==> config.mk <==
export PLATFORM = sky130hd
export DESIGN_NAME = burst_mem
export DESIGN_NICKNAME = d
export VERILOG_FILES = /design/src/rtl/burst_mem_pkg.sv /design/src/rtl/burst_ptr.sv /design/src/rtl/burst_mem.sv
export SDC_FILE = /design/constraint.sdc
export NUM_CORES = 1
export LEC_CHECK = 0
export CORE_UTILIZATION = 30
export CTS_BUF_LIST = sky130_fd_sc_hd__clkbuf_8
export CTS_CLUSTER_SIZE = 16
export DETAILED_ROUTE_END_ITERATION = 10
export MAX_ROUTING_LAYER = met4
export PLACE_DENSITY = 0.49
export SKIP_CTS_REPAIR_TIMING = 1
export SLEW_MARGIN = 5
export SYNTH_ARGS = -nofsm -noshare
export SYNTH_HDL_FRONTEND = slang
export SYNTH_SLANG_ARGS = --single-unit
==> constraint.sdc <==
create_clock -name clk -period 7.7 [get_ports clk]
set_clock_uncertainty 0.1 [all_clocks]
set_input_delay 2.31 -clock clk [delete_from_list [all_inputs] [get_ports clk]]
set_output_delay 2.31 -clock clk [all_outputs]
set_load 0.02 [all_outputs]
==> src/rtl/burst_mem_pkg.sv <==
// ============================================================================
// burst_mem_pkg : command encoding and decode shared by the burst memory.
// Rev 1.0 - initial release
// ============================================================================
`default_nettype none

package burst_mem_pkg;

    typedef enum logic [2:0] {
        CMD_IDLE = 3'd0,
        CMD_LOAD = 3'd1,
        CMD_WR   = 3'd2,
        CMD_RD   = 3'd3,
        CMD_ERR  = 3'd4
    } cmd_e;

    // A load always wins; simultaneous write and read cancel each other.
    function automatic cmd_e decode_cmd(input logic ptr_load,
                                        input logic wr_en,
                                        input logic rd_req);
        if (ptr_load)
            return CMD_LOAD;
        else if (wr_en && rd_req)
            return CMD_ERR;
        else if (wr_en)
            return CMD_WR;
        else if (rd_req)
            return CMD_RD;
        else
            return CMD_IDLE;
    endfunction

endpackage

`default_nettype wire

==> src/rtl/burst_ptr.sv <==
// ============================================================================
// burst_ptr : auto-incrementing address pointer with wrap or saturate and a
//             sticky overflow flag cleared only by load or reset.
// Rev 1.0 - initial release
// ============================================================================
`default_nettype none

module burst_ptr #(
    parameter int ADDR_WIDTH = 7,
    parameter bit WRAP_EN    = 1'b1
) (
    input  logic                  clk,
    input  logic                  rst,
    input  logic                  load,
    input  logic [ADDR_WIDTH-1:0] load_addr,
    input  logic                  advance,
    output logic [ADDR_WIDTH-1:0] ptr,
    output logic                  ovf
);

    localparam logic [ADDR_WIDTH-1:0] C_PTR_MAX = '1;
    localparam logic [ADDR_WIDTH-1:0] C_PTR_ONE = ADDR_WIDTH'(1);

    always_ff @(posedge clk) begin
        if (rst) begin
            ptr <= '0;
            ovf <= 1'b0;
        end else if (load) begin
            ptr <= load_addr;
            ovf <= 1'b0;
        end else if (advance) begin
            if (ptr == C_PTR_MAX) begin
                ovf <= 1'b1;
                // In saturate mode the pointer parks at max so further
                // accesses keep hitting the last word.
                if (WRAP_EN)
                    ptr <= '0;
            end else begin
                ptr <= ptr + C_PTR_ONE;
            end
        end
    end

endmodule

`default_nettype wire

==> src/rtl/burst_mem.sv <==
// ============================================================================
// burst_mem : single-port memory with auto-incrementing pointer, separate
//             write/read paths and a registered read with valid strobe.
// Rev 1.0 - initial release
// ============================================================================
`default_nettype none

module burst_mem
    import burst_mem_pkg::*;
#(
    parameter int ADDR_WIDTH = 7,
    parameter int DATA_WIDTH = 8,
    parameter bit WRAP_EN    = 1'b1
) (
    input  logic                  clk,
    input  logic                  rst,
    input  logic                  ptr_load,
    input  logic [ADDR_WIDTH-1:0] ptr_addr,
    input  logic                  wr_en,
    input  logic [DATA_WIDTH-1:0] wr_data,
    input  logic                  rd_req,
    output logic [DATA_WIDTH-1:0] rd_data,
    output logic                  rd_valid,
    output logic [ADDR_WIDTH-1:0] ptr,
    output logic                  ovf,
    output logic                  err
);

    localparam int C_DEPTH = 2 ** ADDR_WIDTH;

    logic [DATA_WIDTH-1:0] r_mem [C_DEPTH];
    logic [DATA_WIDTH-1:0] r_rd_word;
    logic                  r_rd_pend;
    cmd_e                  w_cmd;
    logic                  w_advance;
    logic                  w_err;

    assign w_cmd     = decode_cmd(ptr_load, wr_en, rd_req);
    assign w_advance = (w_cmd == CMD_WR) || (w_cmd == CMD_RD);
    assign w_err     = (w_cmd == CMD_ERR) || (ptr_load && (wr_en || rd_req));

    burst_ptr #(
        .ADDR_WIDTH (ADDR_WIDTH),
        .WRAP_EN    (WRAP_EN)
    ) u_ptr (
        .clk       (clk),
        .rst       (rst),
        .load      (w_cmd == CMD_LOAD),
        .load_addr (ptr_addr),
        .advance   (w_advance),
        .ptr       (ptr),
        .ovf       (ovf)
    );

    // Storage carries no reset; only the write strobe is gated by rst.
    always_ff @(posedge clk) begin
        if (!rst && (w_cmd == CMD_WR))
            r_mem[ptr] <= wr_data;
    end

    // Read is captured into a pending stage, then presented one edge later,
    // so a reset on the following edge squashes the strobe entirely.
    always_ff @(posedge clk) begin
        if (rst) begin
            r_rd_pend <= 1'b0;
            r_rd_word <= '0;
            rd_valid  <= 1'b0;
            rd_data   <= '0;
            err       <= 1'b0;
        end else begin
            r_rd_pend <= (w_cmd == CMD_RD);
            if (w_cmd == CMD_RD)
                r_rd_word <= r_mem[ptr];
            rd_valid <= r_rd_pend;
            if (r_rd_pend)
                rd_data <= r_rd_word;
            err <= w_err;
        end
    end

endmodule

`default_nettype wire

==> summary.md <==
| Metric | Value |
|---|---|
| Power Density | 258 nW/um^2 |
| RSZ-0062 raised after global routing | no |
| Die width | 375 um |
| Root buf cell | clkbuf_8 |
| Layout cells sized above 1 | 0.185 |
| Hpwl dp | 86.2 mm |
| Switching share of power | 0.258 |
| Initial DRT Pass Iterations | 6 |
| Outcome | finished, final reports clean |
| Top FF cell, synth | edfxtp_1 |
| Final Max Slew Viols | 0 |
| CP Max Fanout | 9 |
| Actual slew at the worst max-slew pin | 1320 ps |
| Initial antenna violation count | 2 |
| Highest routed layer | met4 |
| Area leader, netlist | edfxtp_1 |
| Synth top area cells | edfxtp_1, mux4_2, mux2i_1, mux2_2, a221oi_1 |
| CTS Sinks | 1,051 |
| H-tree depth | 4 |
| Synth warn | 0 |
| P&R area growth vs syn | 13.3% |
| Post-synth top area share | 0.739 |
| Critical Path End Type | flop |
| GPL Wtd Cong | 0.926 |
| GRT Overall Usage | 0.207 |
| Net switching power | 0.00314 W |
| DR WL met3 | 14.2 mm |
| Post-synthesis cell area | 41,600 um^2 |
| Setup crit start kind | input pin |
| WL met1 | 59.1 mm |
| Die area | 140,000 um^2 |
| CTS tree | done |
| Reg clk slew, reported paths | 60 ps |
| Critical Path, Cell by Cell | clkdlybuf4s50_1 > inv_1 > ha_1 > nor3b_1 > buf_4 > nor3b_2 > buf_4 > nand3_1 > buf_4 > nor2_1 |
| Final ANT Viol Nets | 0 |
| Syn Nets | 2,437 |
| Via count | 24,700 |
| Number of global-route vias before repair | 24,700 |
| First-pass GRT wire length | 198 mm |
| I/O Buffers | 37 |
| Fin Setup TNS | 0 ps |
| Vias per inst | 5.54 |
| Largest net degree at the start of global routing | 129 |
| Sequential fraction of design power | 0.519 |
| Num rows | 136 |
| Worst Path Arrival | 5810 ps |
| Comb pwr share | 0.100 |
| Slowest CP cell | nand3_1 |
| Max stage delay on crit path | 740 ps |
| Total congestion overflow | 0 |
| Period minus WS final | 5450 ps |
| Worst min-delay path class | flop to flop |
| Synthesized instance count | 2,413 |
| Net count, final | 2,557 |
| Worst path required time | 8060 ps |
| Internal power | 0.00903 W |
| Post-route DRC | 0 |
| Final setup viols | 0 |
| Leak | 14.6 nW |
| Rel. slew slack | 0.114 |
| Syn Area/Cell | 17.3 um^2 |
| Initial drt markers | 3,173 |
| Post-synth EDFFs | 1,024 |
| Num CTS Buffers | 170 |
| Clock Tree Buf Depth | 3 |
| Final Hold Viols | 0 |
| Crit path kind | input pin to flop |
| Number of max-cap violations | 0 |
| Wirelength per Cell | 32.1 um |
| Fmax | 183 MHz |
| # IOs | 38 |
| WHS | 399 ps |
| Tcrit/Tclk final | 0.708 |
| WL final | 143 mm |
| Initial Utilization | 0.302 |
| Seq/Total Area, Yosys | 0.752 |
| Die Y | 375 um |
| Core box area | 138,000 um^2 |
| Ys async rst share | 0 |
| Clock power share | 0.381 |
| Post-synthesis register bit count | 1,051 |
| Peak VDD IR | 0.116 mV |
| Met2 wire len | 65.8 mm |
| Synth cell types | 83 |
| Clock Latency Late Sink | 840 ps |
| Critical Path Most Common Cell | buf_4 |
## sequential cells by signal, indices dropped and copies added, names as in the netlist
| register | cells |
|---|---|
| r_mem | 1024 |
| r_rd_word | 8 |
| rd_data | 8 |
| u_ptr.ptr | 7 |
| err | 1 |
| r_rd_pend | 1 |
| rd_valid | 1 |
| u_ptr.ovf | 1 |
## final timing paths
kind	from	end	slack [ps]	cells after the start
worst max-delay path	rd_req	r_mem[45][5]$_DFFE_PP_	2250	10
worst min-delay path	rd_data[5]$_SDFFE_PP0P_	rd_data[5]$_SDFFE_PP0P_	400	2
worst max register to register	u_ptr.ptr[1]$_SDFFE_PP0P_	r_rd_word[2]$_SDFFE_PP0P_	3070	10
worst min register to register	rd_data[5]$_SDFFE_PP0P_	rd_data[5]$_SDFFE_PP0P_	400	2
## placed cells by master, fill, tap and decap left out, drive strengths merged, types with 7 or more instances in the layout
master         count
edfxtp          1024
nor2             198
clkbuf           183
mux2i            115
nand2            106
a221oi            93
mux2              86
buf               84
mux4              75
a21oi             72
inv               70
a22oi             59
o21ai             59
clkinv            53
nand3             36
clkdlybuf4s50     29
dfxtp             27
o2bb2ai           25
a221o             20
a211oi            18
nand2b            16
a31oi             16
o22ai             14
o221ai            11
a22o              10
nor3              10
o211ai             9
nor2b              9
nor4               7
o31ai              7
o21bai             7
## cell usage after synthesis (7+ instances only)
library cell	n
buf_2	52
nor3_1	9
nor2_1	197
o211ai_1	9
buf_1	7
a211oi_1	18
clkbuf_1	52
a21oi_1	72
dfxtp_1	27
o22ai_1	14
edfxtp_1	1024
o221ai_1	11
nand3_1	36
a22o_1	10
buf_4	38
o21ai_0	58
o31ai_1	7
a22oi_1	59
nand2b_1	16
mux2i_1	115
nor2b_1	9
mux4_2	74
o21bai_1	7
a221o_1	20
mux2_2	83
o2bb2ai_1	25
a31oi_1	16
buf_6	15
nand2_1	106
a221oi_1	93
nor4_1	7
## metrics by stage
stage          std cells  utilization  worst slack (ps)  power (W)  instance area, um^2
6_report            4462        0.343              2250     0.0122                47200
5_1_grt             4462        0.343              2190     0.0125                47200
4_1_cts             4460        0.343              2320     0.0122                47200
3_5_place_dp        4155        0.320              1430    0.00764                44000
3_3_place_gp        4155        0.320              1440    0.00764                44000
2_1_floorplan       2413            -              3060    0.00707                41600
## critical path: cells and delay by family
family	cells	cell delay (ps)
adders and majority gates	1	300
and+or+nand+nor	4	1640
buffers and inverters	5	1540
## routing by layer
layer	up-vias	track usage
li1	10100	-
met1	12900	0.275
met2	1490	0.311
met3	239	0.0500
met4	0	0.0636
met5	-	-
## logic make-up (layout without fill, tap and decap cells)
logic type	count (synthesis)	in the layout	synth area share
AOI/OAI and AO/OA	476	476	0.0850
xor gates and xnor gates	1	1	0.000210
adders and majority gates	4	4	0.00120
buffers and inverters	174	427	0.0238
DFF	1051	1051	0.752
muxes	276	276	0.0917
other	0	2	0
and+or+nand+nor	431	431	0.0467
## power by group through the flow
stage / combinational [W] / sequential [W] / clock (W)
5_1_grt: 0.00126 / 0.00631 / 0.00493
4_1_cts: 0.00120 / 0.00631 / 0.00470
3_5_place_dp: 0.00120 / 0.00643 / 0
2_1_floorplan: 0.000652 / 0.00641 / 0
3_3_place_gp: 0.00121 / 0.00644 / 0
6_report: 0.00122 / 0.00632 / 0.00463
## layout make-up
| class | instances | area [um^2] |
|---|---|---|
| clock buffers | 183 | 2520 |
| repair buffers | 113 | 996 |
| fillers | 13000 | 90500 |
| clock inverters | 122 | 668 |
| diodes | 2 | 5.00 |
| flip-flops and latches | 1051 | 31300 |
| inverters | 9 | 33.8 |
| well taps | 1794 | 2240 |
| multi-input cells | 1188 | 9420 |
Note: power is estimated with default switching activity, not from simulation.
